$ cat src/rtl/spi_cmd_pkg.sv
// spi_cmd_pkg: state encoding, command codes and default dummy byte for spi_cmd_ctrl
package spi_cmd_pkg;
  typedef enum logic [3:0] {
    IDLE, CMD, ADDR_WR, ADDR_RD, WDATA, RD_WAIT, RDATA, STATUS, DRAIN
  } state_t;
  localparam logic [7:0] CMD_WRITE          = 8'h02;
  localparam logic [7:0] CMD_READ           = 8'h03;
  localparam logic [7:0] CMD_STATUS         = 8'h05;
  localparam logic [7:0] DEFAULT_DUMMY_BYTE = 8'hFF;
endpackage

$ cat src/rtl/spi_cmd_ctrl.sv
// spi_cmd_ctrl: SPI byte command sequencer driving a register port; define SPI_CMD_CTRL_ERRCNT_EN for the saturating error counter
module spi_cmd_ctrl
  import spi_cmd_pkg::*;
#(
  parameter int          ADDR_W     = 8,
  parameter logic [7:0]  STATUS_ID  = 8'hA5,
  parameter logic [7:0]  DUMMY_BYTE = DEFAULT_DUMMY_BYTE
) (
  input  logic              clk,
  input  logic              rst_n,
  input  logic              frame_start,
  input  logic              frame_end,
  input  logic              rx_valid,
  input  logic [7:0]        rx_byte,
  output logic [7:0]        tx_byte,
  output logic              tx_load,
  output logic [ADDR_W-1:0] reg_addr,
  output logic [7:0]        reg_wdata,
  output logic              reg_we,
  output logic              reg_re,
  input  logic [7:0]        reg_rdata,
  output logic              busy
);
  state_t state, state_nx;
  logic [7:0] status_val;
  logic byte_ok, cmd_tx, rd_cap, addr_ld;
  always_comb begin
    byte_ok  = rx_valid && !frame_start;
    cmd_tx   = state == CMD && byte_ok && rx_byte != CMD_WRITE && rx_byte != CMD_READ;
    rd_cap   = state == RD_WAIT && !reg_re && !frame_end && !frame_start;
    addr_ld  = (state == ADDR_WR || state == ADDR_RD) && byte_ok;
    state_nx = state;
    case (state)
      CMD:           state_nx = !rx_valid ? CMD :
                                rx_byte == CMD_WRITE  ? ADDR_WR :
                                rx_byte == CMD_READ   ? ADDR_RD :
                                rx_byte == CMD_STATUS ? STATUS : DRAIN;
      ADDR_WR:       state_nx = rx_valid ? WDATA : ADDR_WR;
      ADDR_RD, RDATA: state_nx = rx_valid ? RD_WAIT : state;
      RD_WAIT:       state_nx = reg_re ? RD_WAIT : RDATA;
      default:       state_nx = state;
    endcase
    state_nx = frame_start ? CMD : frame_end ? IDLE : state_nx;
  end
  always_ff @(posedge clk or negedge rst_n)
    if (!rst_n) state <= IDLE;
    else        state <= state_nx;
  assign busy = state != IDLE;
  always_ff @(posedge clk or negedge rst_n) begin
    if (!rst_n) begin
      tx_byte   <= DUMMY_BYTE;
      tx_load   <= 1'b0;
      reg_addr  <= '0;
      reg_wdata <= '0;
      reg_we    <= 1'b0;
      reg_re    <= 1'b0;
    end else begin
      reg_we  <= state == WDATA && byte_ok;
      reg_re  <= (state == ADDR_RD || state == RDATA) && byte_ok;
      tx_load <= frame_start || cmd_tx || rd_cap;
      if (frame_start || cmd_tx)
        tx_byte <= (frame_start || rx_byte == CMD_STATUS) ? status_val : DUMMY_BYTE;
      else if (rd_cap)
        tx_byte <= reg_rdata;
      if (addr_ld)
        reg_addr <= rx_byte[ADDR_W-1:0];
      else if (reg_we || rd_cap)
        reg_addr <= reg_addr + ADDR_W'(1);
      if (state == WDATA && byte_ok)
        reg_wdata <= rx_byte;
    end
  end
`ifdef SPI_CMD_CTRL_ERRCNT_EN
  logic [7:0] err_cnt;
  logic err_inc;
  assign err_inc = (frame_start && state != IDLE) ||
                   (frame_end && (state == ADDR_WR || state == ADDR_RD)) ||
                   (cmd_tx && rx_byte != CMD_STATUS);
  always_ff @(posedge clk or negedge rst_n)
    if (!rst_n)                                          err_cnt <= '0;
    else if (frame_end && !frame_start && state == STATUS) err_cnt <= '0;
    else if (err_inc && err_cnt != 8'hFF)                err_cnt <= err_cnt + 8'd1;
  assign status_val = err_cnt;
`else
  assign status_val = STATUS_ID;
`endif
endmodule

$ cat config.mk
export PLATFORM = sky130hd
export DESIGN_NAME = spi_cmd_ctrl
export DESIGN_NICKNAME = d
export VERILOG_FILES = /design/src/rtl/spi_cmd_pkg.sv /design/src/rtl/spi_cmd_ctrl.sv
export SDC_FILE = /design/constraint.sdc
export NUM_CORES = 1
export LEC_CHECK = 0
export ABC_AREA = 1
export BUFFER_PORTS_ARGS = -buffer_cell sky130_fd_sc_hd__buf_2
export CORE_MARGIN = 5
export CORE_UTILIZATION = 37
export CTS_CLUSTER_DIAMETER = 200
export CTS_CLUSTER_SIZE = 25
export DETAILED_ROUTE_END_ITERATION = 12
export SLEW_MARGIN = 20
export SYNTH_ARGS = -nofsm -noshare
export SYNTH_HDL_FRONTEND = slang
export SYNTH_SLANG_ARGS = --single-unit
$ cat constraint.sdc
create_clock -name clk -period 1.23 [get_ports clk]
set_input_delay 0.1845 -clock clk [delete_from_list [all_inputs] [get_ports clk]]
set_output_delay 0.1845 -clock clk [all_outputs]
set_load 0.05 [all_outputs]
Word level (Yosys, flattened, before mapping). Cells that the tools add are included.

ROM bits: 0. Memories kept: 0. Output and inout port bits: 28. Logic and storage cells: 60. Register bits after elaboration: 31. Latch bits: 0. RAM bits: 0.

$add $sub $neg: 1. Multipliers: 0. Reductions and logical operators: 25. Div/mod/pow operators: 0. $lt $le $gt $ge: 0. Muxes and demuxes: 15. Bitwise logic cells: 0. Shift-type cells: 0. Equality and inequality tests: 12.

Operators by type and width (count): 8-bit 2-to-1 mux (4); 4-bit 2-to-1 mux (7); 8-bit by 2-bit equality test with 1-bit output (second input constant) (2); 8-bit by 2-bit inequality test with 1-bit output (second input constant) (2); 4-bit one-hot mux with 4 select lines (1); 4-bit by 3-bit equality test with 1-bit output (second input constant) (3); 1-bit logical AND (10); 8-bit by 1-bit adder with 8-bit output (second input constant) (1); 4-bit by 2-bit equality test with 1-bit output (second input constant) (2); 8-bit by 3-bit equality test with 1-bit output (second input constant) (1); 7-bit 2-to-1 mux (1); 1-bit logical OR (6); 6-bit nonzero test (1); 4-bit by 1-bit equality test with 1-bit output (second input constant) (1); 4-bit inequality test (second input constant) (1); 2-bit nonzero test (2); 4-bit nonzero test (1); 1-bit zero test (3); 3-bit 2-to-1 mux (1); 2-bit 2-to-1 mux (1); 2-bit AND reduction (1); 2-bit OR reduction (1).

Logic depth before layout (Yosys ltp). Gate-level depths: netlist (run 1).

Depth after elaboration: 8. Depth in mapped cells: 10.

Least setup slack after synthesis (run 1). OpenSTA, ideal clock, no wires.

Path type: register -> register. From: register reg_addr[1]. To: register reg_addr[6]. Slack: -0.382 ns. Period minus slack after synthesis: 1.612 ns. Library setup time: 0.123 ns. Data arrival time: 1.490 ns. Stages on the path, launching flop included: 8. Path buffers: 0. Cell sequence: dfrtp_1 > ha_1 > nand3_1 > nor2_1 > xnor2_1 > nand2_1 > o211ai_4 > nand2_1.

Word-level cells in the longest chain between the ends: 3.

Ends and longest elaborated chain: start: declaration (line spi_cmd_ctrl.sv:17) `output logic [ADDR_W-1:0] reg_addr,`; start signal: assignment (line spi_cmd_ctrl.sv:66) `reg_addr <= rx_byte[ADDR_W-1:0];`; start signal: assignment (line spi_cmd_ctrl.sv:68) `reg_addr <= reg_addr + ADDR_W'(1);`; 8-bit by 1-bit adder with 8-bit output (line spi_cmd_ctrl.sv:68); 8-bit 2-to-1 mux (line spi_cmd_ctrl.sv:67) `else if (reg_we || rd_cap)`; 8-bit 2-to-1 mux (line spi_cmd_ctrl.sv:65) `if (addr_ld)`.

Every way passes these cells. The select of a mux whose other input is x is not followed. A chain may end at the register's enable or synchronous reset.

Worst setup path in the final report (run 1).
From: register state[3]. To: output port busy.

Word-level cells in the longest chain between the ends: 1.

Ends and longest elaborated chain: start: declaration (line spi_cmd_ctrl.sv:24) `state_t state, state_nx;`; start signal: assignment (line spi_cmd_ctrl.sv:47) `else state <= state_nx;`; 4-bit nonzero test (line spi_cmd_ctrl.sv:48) `assign busy = state != IDLE;`; end: declaration (line spi_cmd_ctrl.sv:22) `output logic busy`.

Every way passes these cells.

==> flow_metrics.env, run 1 <==
export IMPL_status="finished with violations"
export IMPL_failed_checks="negative setup slack"
export IMPL_max_freq_mhz=685
export IMPL_clockRootBuffer="clkbuf_8"
export IMPL_vias=1887
export IMPL_cp_arrival_ns=1.28
export IMPL_r2r_start="state[3]"
export IMPL_port_buffer_count=48
export IMPL_slew_limit_headroom_pct=72.3
export IMPL_critPathTopFamily="flip-flops"
export IMPL_drc=0
export IMPL_cts_tree="done"
export IMPL_clock_sinks=31
export IMPL_via_per_inst=4.61
export IMPL_rows=25
export IMPL_clk_pin_slew_ns=0.07
export IMPL_synth_seq_cells=31
export IMPL_setup_violations=30
export IMPL_cts_buffer_depth=2
export IMPL_fin_ws_ns=-0.231
export IMPL_crit_chain="nor2_4 -> buf_6 -> nand2_2 -> buf_6"
export IMPL_drv_cap=0
export IMPL_irDropWorstVdd_mv=0.698
export IMPL_period_share_pct=119
export IMPL_area_growth_pct=54.5
export IMPL_hold_slack_ns=0.135
export IMPL_synthXorXnorAreaFrac_pct=1.46
export IMPL_grt_pass1_wl_mm=8.56
export IMPL_ys_seq_area_share_pct=43.5
export IMPL_r2r_slack_ns=-0.19
export IMPL_cp_slowest_cell="dfrtp_2"
export IMPL_place_congestion=0.808
export IMPL_clk_latency_ns=0.29
export IMPL_finalHoldViolCount=0
export IMPL_yosysWarnings=0
export IMPL_cp_common_cell="buf_6"
export IMPL_diodes=0
export IMPL_worstSetupStartpoint="state[3]"
export IMPL_slowest_delay_ns=0.47
export IMPL_core_area_um2=4720
export IMPL_yosys_top_cells_area="dfrtp_1 32%, nand2_1 16%, dfstp_2 12%, inv_1 6.2%, nor2_1 6.0%"
export IMPL_cp_depth=4
export IMPL_die_w_um=79.9
export IMPL_layout_min_cycle_time_ns=1.46
export IMPL_routedWlPerCell_um=12.6
export IMPL_h_tree_depth=2
export IMPL_syn_area_um2=1810
export IMPL_cp_start_kind="flop"
export IMPL_yosysTopAreaCellShare_pct=31.9
export IMPL_drt_initial_drc_count=53
export IMPL_finalClockSkew_ns=0.00883
export IMPL_min_path_type="in -> reg"
export IMPL_muxShareOfSynthArea_pct=0
export IMPL_rsz0062_at_grt="true"
export IMPL_die_area_um2=6380
export IMPL_fin_nets=363
export IMPL_most_common_layout_cells="59 x nand2_1, 40 x buf_4, 39 x buf_2"
export IMPL_worstMarginPinSlew_ns=0.415
export IMPL_r2r_end="state[0]"
export IMPL_endpoint="busy"
export IMPL_pin_count=49
export IMPL_crit_path_max_fanout=4
export IMPL_path_buf_inv=2
export IMPL_start_util_pct=38.2
export IMPL_grt_ovfl_total=0
export IMPL_synthSimpleGateAreaFrac_pct=35.4
export IMPL_r2r_cells=7
export IMPL_drt_wl_total_mm=5.17
export IMPL_synthCells=247
export IMPL_grt_pass1_vias=1878
export IMPL_track_usage_pct=17.2
export IMPL_syn_nets=269
export IMPL_grt_start_max_net_pins=32
export IMPL_dr_pass1_iters=4
export IMPL_synth_compound_area_share_pct=10.2
export IMPL_syn_avg_cell_area_um2=7.31
export IMPL_numCtsBuffers=5
export IMPL_cp_required_ns=1.05
export IMPL_dp_hpwl_mm=3.62
export IMPL_final_max_slew_viol_count=0
export IMPL_crit_type="reg -> out"
export IMPL_p_leak_nw=1.44
export IMPL_layout_commonest_cell="nand2_1"
export IMPL_die_h_um=79.9
export IMPL_synth_top_cell_by_area="dfrtp_1"
export IMPL_setup_tns_ns=-3.54
export IMPL_antenna_left=0
export IMPL_p_per_area_nw_per_um2=1460
export IMPL_synthAdderAreaFrac_pct=0.693
export IMPL_antenna_found_initial=0
export IMPL_synth_cell_type_count=30
export IMPL_end_kind="primary output"
export IMPL_synth_top_family_by_area="simple AND/OR/NAND/NOR gates"
export IMPL_drive_above_1_share_pct=50.3
tightest hold or removal path: cells and delay by family:
family / cells / cell delay (ns)
simple gates: 2 / 0.13
buf+inv: 1 / 0.10
report_power, final:
group | internal (mW) | switching [mW]
Combinational | 0.532 | 1.09
Sequential | 1.21 | 0.181
Clock | 0.655 | 0.405
cells in the mapped netlist:
cell	instances
a21oi_1	4
a31oi_1	2
buf_12	1
buf_2	2
dfrtp_1	23
dfstp_2	8
ha_1	1
inv_1	30
inv_2	4
nand2_1	77
nand2_2	3
nand2_4	1
nand3_1	21
nand3_2	2
nand4_1	3
nor2_1	29
nor2_2	2
nor2_4	3
nor3_1	1
nor3_2	1
o211ai_1	1
o211ai_4	1
o21a_1	1
o21ai_0	18
o21ai_1	2
o21ai_2	1
o22ai_1	1
or2_1	1
xnor2_1	2
xor2_1	1
worst min path at each step:
stage	startpoint	depth (start not counted)	slack [ns]	endpoint
after floorplan	rst_n	0	-0.11	reg_addr[0]
after global placement	rst_n	2	0.23	reg_wdata[2]
after detailed placement	rst_n	2	0.24	reg_wdata[2]
after CTS	reg_rdata[7]	3	0.13	tx_byte[7]
after global routing	reg_rdata[7]	3	0.16	tx_byte[7]
final	reg_rdata[7]	3	0.13	tx_byte[7]
final cells by class:
type / count / area (µm²)
clock buffer: 6 / 82.6
clock inverter: 2 / 35.0
fill: 426 / 1930
inverter: 34 / 138
multi-input combinational: 180 / 1050
sequential: 31 / 798
tap: 67 / 83.8
timing repair buffer: 89 / 607
routing by layer:
metal | global-route usage, % | share of wire, % | vias to the layer above
met5 | 0 | 0 | -
met4 | 5.41 | 1.8 | 0
met3 | 3.95 | 4.2 | 10
met2 | 29.8 | 50 | 33
met1 | 21.1 | 44 | 867
li1 | - | - | 977
registers in the layout, indices dropped and copies added (netlist names):
register / count
reg_we: 1
tx_byte: 8
reg_addr: 8
reg_wdata: 8
state: 4
reg_re: 1
tx_load: 1
stage by stage:
stage / setup WS [ns] / std cells / total power, mW / util [%] / cell area [µm²]
2_1_floorplan: -0.156 / 247 / 2.46 / - / 1850
3_3_place_gp: -0.163 / 393 / 2.87 / 50.9 / 2400
3_5_place_dp: -0.156 / 393 / 2.89 / 50.9 / 2400
4_1_cts: -0.174 / 406 / 4.01 / 56.5 / 2670
5_1_grt: -0.286 / 409 / 4.31 / 59.1 / 2790
6_report: -0.231 / 409 / 4.08 / 59.1 / 2790
what timing repair did:
item,in CTS,in global routing
hold buffers,1,0
pin swaps,10,20
endpoints found under the hold margin,23,0
resized for setup,35,42
buffers inserted,3,3
gates cloned,1,0
setup endpoints to repair,38,32
kinds of logic after synthesis:
family          Yosys count
simple gates            144
compound gates           31
buf+inv                  37
flops                    31
fa+ha+maj                 1
xor+xnor                  3
(Power assumes the default switching activity.)
==> run 2: changes to the inputs <==
--- a/config.mk
+++ b/config.mk
@@ -7,7 +7,7 @@
 export LEC_CHECK = 0
 export ABC_AREA = 1
 export BUFFER_PORTS_ARGS = -buffer_cell sky130_fd_sc_hd__buf_2
-export CORE_MARGIN = 5
+export CORE_MARGIN = 2
 export CORE_UTILIZATION = 37
 export CTS_CLUSTER_DIAMETER = 200
 export CTS_CLUSTER_SIZE = 25
==> run 2 against run 1 <==
Net effect: the run still ends with negative setup slack left; total power is 5.3% lower; critical path type unchanged; combinational power is 5% lower; first-iteration DRC count is 100% higher; via count is 0.11% lower; cell area is 3.7% lower; worst setup slack better by 0.049 ns; sequential power hardly changed; maximum frequency is 3.5% higher.
==> flow_metrics.env, run 2 (same netlist as run 1, synthesis figures left out) <==
export IMPL_drt_wl_total_mm=4.91
export IMPL_antenna_left=0
export IMPL_grt_start_max_net_pins=32
export IMPL_rsz0062_at_grt="true"
export IMPL_vias=1885
export IMPL_finalClockSkew_ns=0.00663
export IMPL_crit_chain="nor2_4 -> buf_6 -> nand2_2 -> buf_6"
export IMPL_cp_required_ns=1.05
export IMPL_r2r_cells=8
export IMPL_cts_tree="done"
export IMPL_cp_arrival_ns=1.23
export IMPL_worstSetupStartpoint="state[3]"
export IMPL_layout_commonest_cell="nand2_1"
export IMPL_hold_slack_ns=0.132
export IMPL_port_buffer_count=48
export IMPL_track_usage_pct=18.8
export IMPL_drc=0
export IMPL_irDropWorstVdd_mv=0.633
export IMPL_via_per_inst=4.70
export IMPL_finalHoldViolCount=0
export IMPL_area_growth_pct=48.9
export IMPL_r2r_slack_ns=-0.16
export IMPL_endpoint="busy"
export IMPL_final_max_slew_viol_count=0
export IMPL_cp_common_cell="buf_6"
export IMPL_routedWlPerCell_um=12.3
export IMPL_end_kind="primary output"
export IMPL_rows=25
export IMPL_die_w_um=73.9
export IMPL_period_share_pct=115
export IMPL_clock_sinks=31
export IMPL_layout_min_cycle_time_ns=1.41
export IMPL_place_congestion=0.977
export IMPL_status="finished with violations"
export IMPL_reg_top3="reg_addr (8), reg_wdata (8), tx_byte (8)"
export IMPL_max_freq_mhz=709
export IMPL_r2r_end="state[0]"
export IMPL_drive_above_1_share_pct=47.9
export IMPL_slowest_delay_ns=0.45
export IMPL_failed_checks="negative setup slack"
export IMPL_crit_type="reg -> out"
export IMPL_diodes=0
export IMPL_p_per_area_nw_per_um2=1440
export IMPL_pin_count=49
export IMPL_start_util_pct=38.2
export IMPL_antenna_found_initial=0
export IMPL_clk_latency_ns=0.28
export IMPL_r2r_start="state[3]"
export IMPL_grt_ovfl_total=0
export IMPL_setup_violations=25
export IMPL_clk_pin_slew_ns=0.07
export IMPL_drv_cap=0
export IMPL_setup_tns_ns=-2.72
export IMPL_numCtsBuffers=5
export IMPL_most_common_layout_cells="68 x nand2_1, 39 x buf_2, 33 x buf_4"
export IMPL_core_area_um2=4720
export IMPL_drt_initial_drc_count=106
export IMPL_slew_limit_headroom_pct=72.7
export IMPL_dp_hpwl_mm=3.51
export IMPL_grt_pass1_vias=1841
export IMPL_p_leak_nw=1.39
export IMPL_cp_slowest_cell="dfrtp_2"
export IMPL_fin_nets=355
export IMPL_h_tree_depth=2
export IMPL_die_h_um=73.9
export IMPL_cp_start_kind="flop"
export IMPL_die_area_um2=5450
export IMPL_clockRootBuffer="clkbuf_8"
export IMPL_crit_path_max_fanout=4
export IMPL_dr_pass1_iters=4
export IMPL_min_path_type="in -> reg"
export IMPL_fin_ws_ns=-0.181
export IMPL_cts_buffer_depth=2
export IMPL_grt_pass1_wl_mm=7.91
export IMPL_worstMarginPinSlew_ns=0.410
run 2: cell count changes in the layout (fill, tap and decap cells not counted), sizes merged:
cell,before,now
clkinvlp,0,1
bufinv,1,0
buf,88,80
clkinv,1,0
clkbuf,6,7
run 2: worst min path at each step:
| stage | cells past startpoint | slack (ns) | from | end |
|---|---|---|---|---|
| finish | 3 | 0.13 | reg_rdata[7] | tx_byte[7] |
| global route | 3 | 0.14 | reg_rdata[7] | tx_byte[7] |
| CTS | 3 | 0.14 | reg_rdata[7] | tx_byte[7] |
| floorplan | 0 | -0.11 | rst_n | reg_addr[0] |
| detailed placement | 2 | 0.23 | rst_n | reg_wdata[3] |
| global placement | 2 | 0.23 | rst_n | reg_wdata[0] |
run 2: cell type report:
type | instances | area [µm²]
well taps | 67 | 83.8
fillers | 450 | 2040
clock buffers | 7 | 96.3
inverters | 34 | 133
flip-flops and latches | 31 | 797
repair buffers | 81 | 543
multi-input cells | 180 | 1030
clock inverters | 1 | 7.51
run 2: power by group:
part           leakage (nW)  switching [mW]  internal (mW)
clock                0.0505           0.407          0.509
sequential            0.372           0.185           1.21
combinational         0.967            1.06          0.495
run 2: routing by layer:
layer  vias to the layer above  global-route usage [%]  share of wire (%)
met4                         0                    5.86                2.5
met5                         -                       0                  0
met3                        13                    3.98                3.3
li1                        956                       -                  -
met2                        38                    32.4                 51
met1                       878                    23.3                 43
run 2: per-stage QoR:
stage	util, %	worst slack [ns]	instance area, µm²	cells	power, mW
floorplan	-	-0.156	1850	247	2.46
global placement	50.1	-0.169	2360	388	2.86
detailed placement	50.1	-0.181	2360	388	2.87
CTS	54.5	-0.160	2580	400	3.85
global route	56.9	-0.239	2690	401	4.12
finish	56.9	-0.181	2690	401	3.86
run 2: critical path, delay by kind of cell (launching register included):
kind	cells	cell delay (ns)
buffers and inverters	2	0.27
flip-flops	1	0.45
AND/OR/NAND/NOR	2	0.23
run 2: what timing repair did:
| action | 4_1_cts | 5_1_grt |
|---|---|---|
| buffers inserted | 1 | 1 |
| endpoints found under the setup margin | 35 | 32 |
| gates resized for setup | 27 | 41 |
| gates cloned | 2 | 0 |
| hold buffers | 1 | 0 |
| pin swaps | 6 | 15 |
| hold endpoints to repair | 23 | 0 |
==> run 3: changes to the inputs <==
--- a/config.mk
+++ b/config.mk
@@ -5,7 +5,6 @@
 export SDC_FILE = /design/constraint.sdc
 export NUM_CORES = 1
 export LEC_CHECK = 0
-export ABC_AREA = 1
 export BUFFER_PORTS_ARGS = -buffer_cell sky130_fd_sc_hd__buf_2
 export CORE_MARGIN = 2
 export CORE_UTILIZATION = 37
==> run 3 against run 2 <==
Net effect: the flow still finishes with violations (negative setup slack); synthesized cell count down 32%; non-clock buffer count rose by 30; synthesized area shrank 5.7%; cell count decreased by 17%; first-iteration DRC count shrank 26%; die area shrank 5.4%; wire length is 5.6% higher; sequential power is essentially flat; sequential share of layout area decreased by 2.2 points; maximum frequency shrank 12%; clock skew hardly changed; critical path type is now reg -> reg; critical endpoint is now state[1]; largest power group unchanged.
==> flow_metrics.env, run 3 <==
export IMPL_status="finished with violations"
export IMPL_failed_checks="negative setup slack"
export IMPL_seq_power_share_pct=35.6
export IMPL_period_share_pct=131
export IMPL_crit_path_max_fanout=3
export IMPL_synth_cell_type_count=47
export IMPL_routedWlPerCell_um=15.6
export IMPL_multiInputGateArea_um2=1080
export IMPL_most_common_layout_cells="58 x buf_4, 33 x buf_2, 16 x buf_6"
export IMPL_grt_pass1_wl_mm=8.25
export IMPL_crit_chain="buf_4 -> nor4bb_4 -> buf_4 -> a211oi_4 -> a221oi_2 -> a2111oi_4"
export IMPL_die_h_um=71.8
export IMPL_comb_power_share_pct=45.4
export IMPL_syn_nets=191
export IMPL_pin_count=49
export IMPL_drc=0
export IMPL_h_tree_depth=2
export IMPL_syn_area_um2=1700
export IMPL_dp_hpwl_mm=3.50
export IMPL_place_congestion=0.825
export IMPL_dr_pass1_iters=4
export IMPL_drv_cap=0
export IMPL_nFillCells=341
export IMPL_antenna_found_initial=0
export IMPL_dp_slack_ns=-0.565
export IMPL_finalHoldViolCount=0
export IMPL_cp_slowest_cell="dfrtp_2"
export IMPL_yosysTopAreaCellShare_pct=33.8
export IMPL_cp_common_cell="buf_4"
export IMPL_end_kind="flop"
export IMPL_cts_buffer_depth=2
export IMPL_grt_pass1_vias=1778
export IMPL_cp_required_ns=1.38
export IMPL_async_flop_share_pct=100
export IMPL_synthCells=169
export IMPL_track_usage_pct=20.1
export IMPL_postPlaceCellArea_um2=2490
export IMPL_clockRootBuffer="clkbuf_8"
export IMPL_rows=24
export IMPL_slowest_delay_ns=0.44
export IMPL_final_max_slew_viol_count=0
export IMPL_layout_commonest_cell="buf_4"
export IMPL_vias=1775
export IMPL_cp_start_kind="flop"
export IMPL_antenna_left=0
export IMPL_p_sw_share_pct=40.1
export IMPL_ys_flop_type="dfrtp_1"
export IMPL_start_util_pct=38.8
export IMPL_area_growth_pct=70.2
export IMPL_intPower_mw=2.34
export IMPL_via_per_inst=5.33
export IMPL_die_w_um=71.8
export IMPL_yosys_top_cells_area="dfrtp_1 34%, dfstp_2 12%, mux2_2 5.3%, nand3_1 3.8%, nand2_1 2.6%"
export IMPL_min_path_type="in -> reg"
export IMPL_drive_above_1_share_pct=61.2
export IMPL_crit_type="reg -> reg"
export IMPL_hold_slack_ns=0.141
export IMPL_diodes=0
export IMPL_numCtsBuffers=5
export IMPL_worstMarginPinSlew_ns=0.417
export IMPL_fin_ws_ns=-0.377
export IMPL_drt_wl_total_mm=5.19
export IMPL_switchingPower_mw=1.56
export IMPL_clk_pin_slew_ns=0.06
export IMPL_p_per_area_nw_per_um2=1350
export IMPL_cts_tree="done"
export IMPL_synth_most_common_cell="dfrtp_1"
export IMPL_ys_seq_area_share_pct=46.1
export IMPL_yosysWarnings=0
export IMPL_irDropWorstVdd_mv=0.691
export IMPL_layout_min_cycle_time_ns=1.61
export IMPL_cp_arrival_ns=1.75
export IMPL_p_leak_nw=1.36
export IMPL_synth_enable_flop_cells=0
export IMPL_fin_area_um2=2900
export IMPL_synth_seq_cells=31
export IMPL_grt_ovfl_total=0
export IMPL_syn_avg_cell_area_um2=10.1
export IMPL_synth_top_cell_by_area="dfrtp_1"
export IMPL_fin_nets=303
export IMPL_core_area_um2=4380
export IMPL_die_area_um2=5160
export IMPL_grt_start_max_net_pins=32
export IMPL_power_frac_clock_pct=19.0
export IMPL_synth_commonest_cells="23 x dfrtp_1, 13 x nand3_1, 12 x nand2_1, 11 x nor2_1"
export IMPL_rsz0062_at_grt="true"
export IMPL_finalClockSkew_ns=0.00703
export IMPL_clock_sinks=31
export IMPL_r2r_slack_ns=-0.38
export IMPL_seqCellArea_um2=797
export IMPL_port_buffer_count=48
export IMPL_setup_violations=30
export IMPL_reg_top3="reg_addr (8), reg_wdata (8), tx_byte (8)"
export IMPL_max_freq_mhz=622
export IMPL_drt_initial_drc_count=78
export IMPL_slew_limit_headroom_pct=72.2
export IMPL_clk_latency_ns=0.28
run 3: cell types whose count changed in the layout (fill, tap and decap cells not counted), sizes merged, moves of 4 or more:
| cell | delta |
|---|---|
| nand2 | -70 |
| a31oi | +4 |
| o21ai | -15 |
| inv | -25 |
| mux2 | +8 |
| or3 | +5 |
| nor2 | -23 |
| nor2b | +4 |
| buf | +30 |
| nand3 | -10 |
| a2bb2oi | +5 |
run 3: through the flow:
stage	setup TNS [ns]	instances	util (%)	total power [mW]
after floorplan	-8.51	169	-	2.32
after global placement	-11.14	316	56.8	2.90
after detailed placement	-11.56	316	56.8	2.94
after CTS	-8.16	329	63.5	3.85
after global routing	-10.41	333	66.1	4.10
final	-8.43	333	66.1	3.90
run 3: worst paths after layout:
path,start,end,depth (start not counted)
setup / recovery,state[1],state[1],6
hold / removal,reg_rdata[2],tx_byte[2],3
setup reg to reg,state[1],state[1],6
hold reg to reg,tx_byte[2],tx_byte[2],2
max in group asynchronous,rst_n,tx_byte[5],3
min in group asynchronous,rst_n,tx_load,3
run 3: repair_timing:
item	in CTS	in global routing
gates resized for setup	44	21
hold buffers	1	0
endpoints found under the hold margin	23	0
cloned	0	0
buffers inserted	7	6
pin swaps	11	13
setup endpoints to repair	45	35
run 3: cell type report:
type	instances	share of cell area (%)
tap	52	2.25
inverter	9	1.17
clock buffer	7	2.63
timing repair buffer	111	29.2
multi-input combinational	123	37.3
sequential	31	27.5
run 3: power by group through the flow:
stage,registers (mW),clock network (mW),logic [mW]
after floorplan,1.91,0,0.403
after global placement,1.38,0,1.51
after detailed placement,1.39,0,1.54
after CTS,1.38,0.764,1.71
after global routing,1.41,0.795,1.90
final,1.39,0.741,1.77
run 3: kinds of logic after synthesis:
group | count (synthesis) | synth area share, %
mux | 9 | 5.88
flops | 31 | 46.1
xor+xnor | 3 | 1.54
fa+ha+maj | 1 | 0.735
compound gates | 42 | 18.6
buf+inv | 15 | 3.31
simple gates | 68 | 23.8
run 3: metal layers:
metal  share of wire [%]  routed length, µm  global-route usage, %
met1                  46               2370                   27.5
met2                  47               2470                   33.3
met3                 5.7                298                   4.36
met4                 1.1                 59                   3.77
met5                   0                  0                      0
run 3: critical path, delay by kind of cell, from the launching register on:
| family | cells | cell delay [ns] |
|---|---|---|
| buffers and inverters | 2 | 0.33 |
| AO/OA/AOI/OAI | 3 | 0.41 |
| flip-flops | 1 | 0.44 |
| AND/OR/NAND/NOR | 1 | 0.30 |
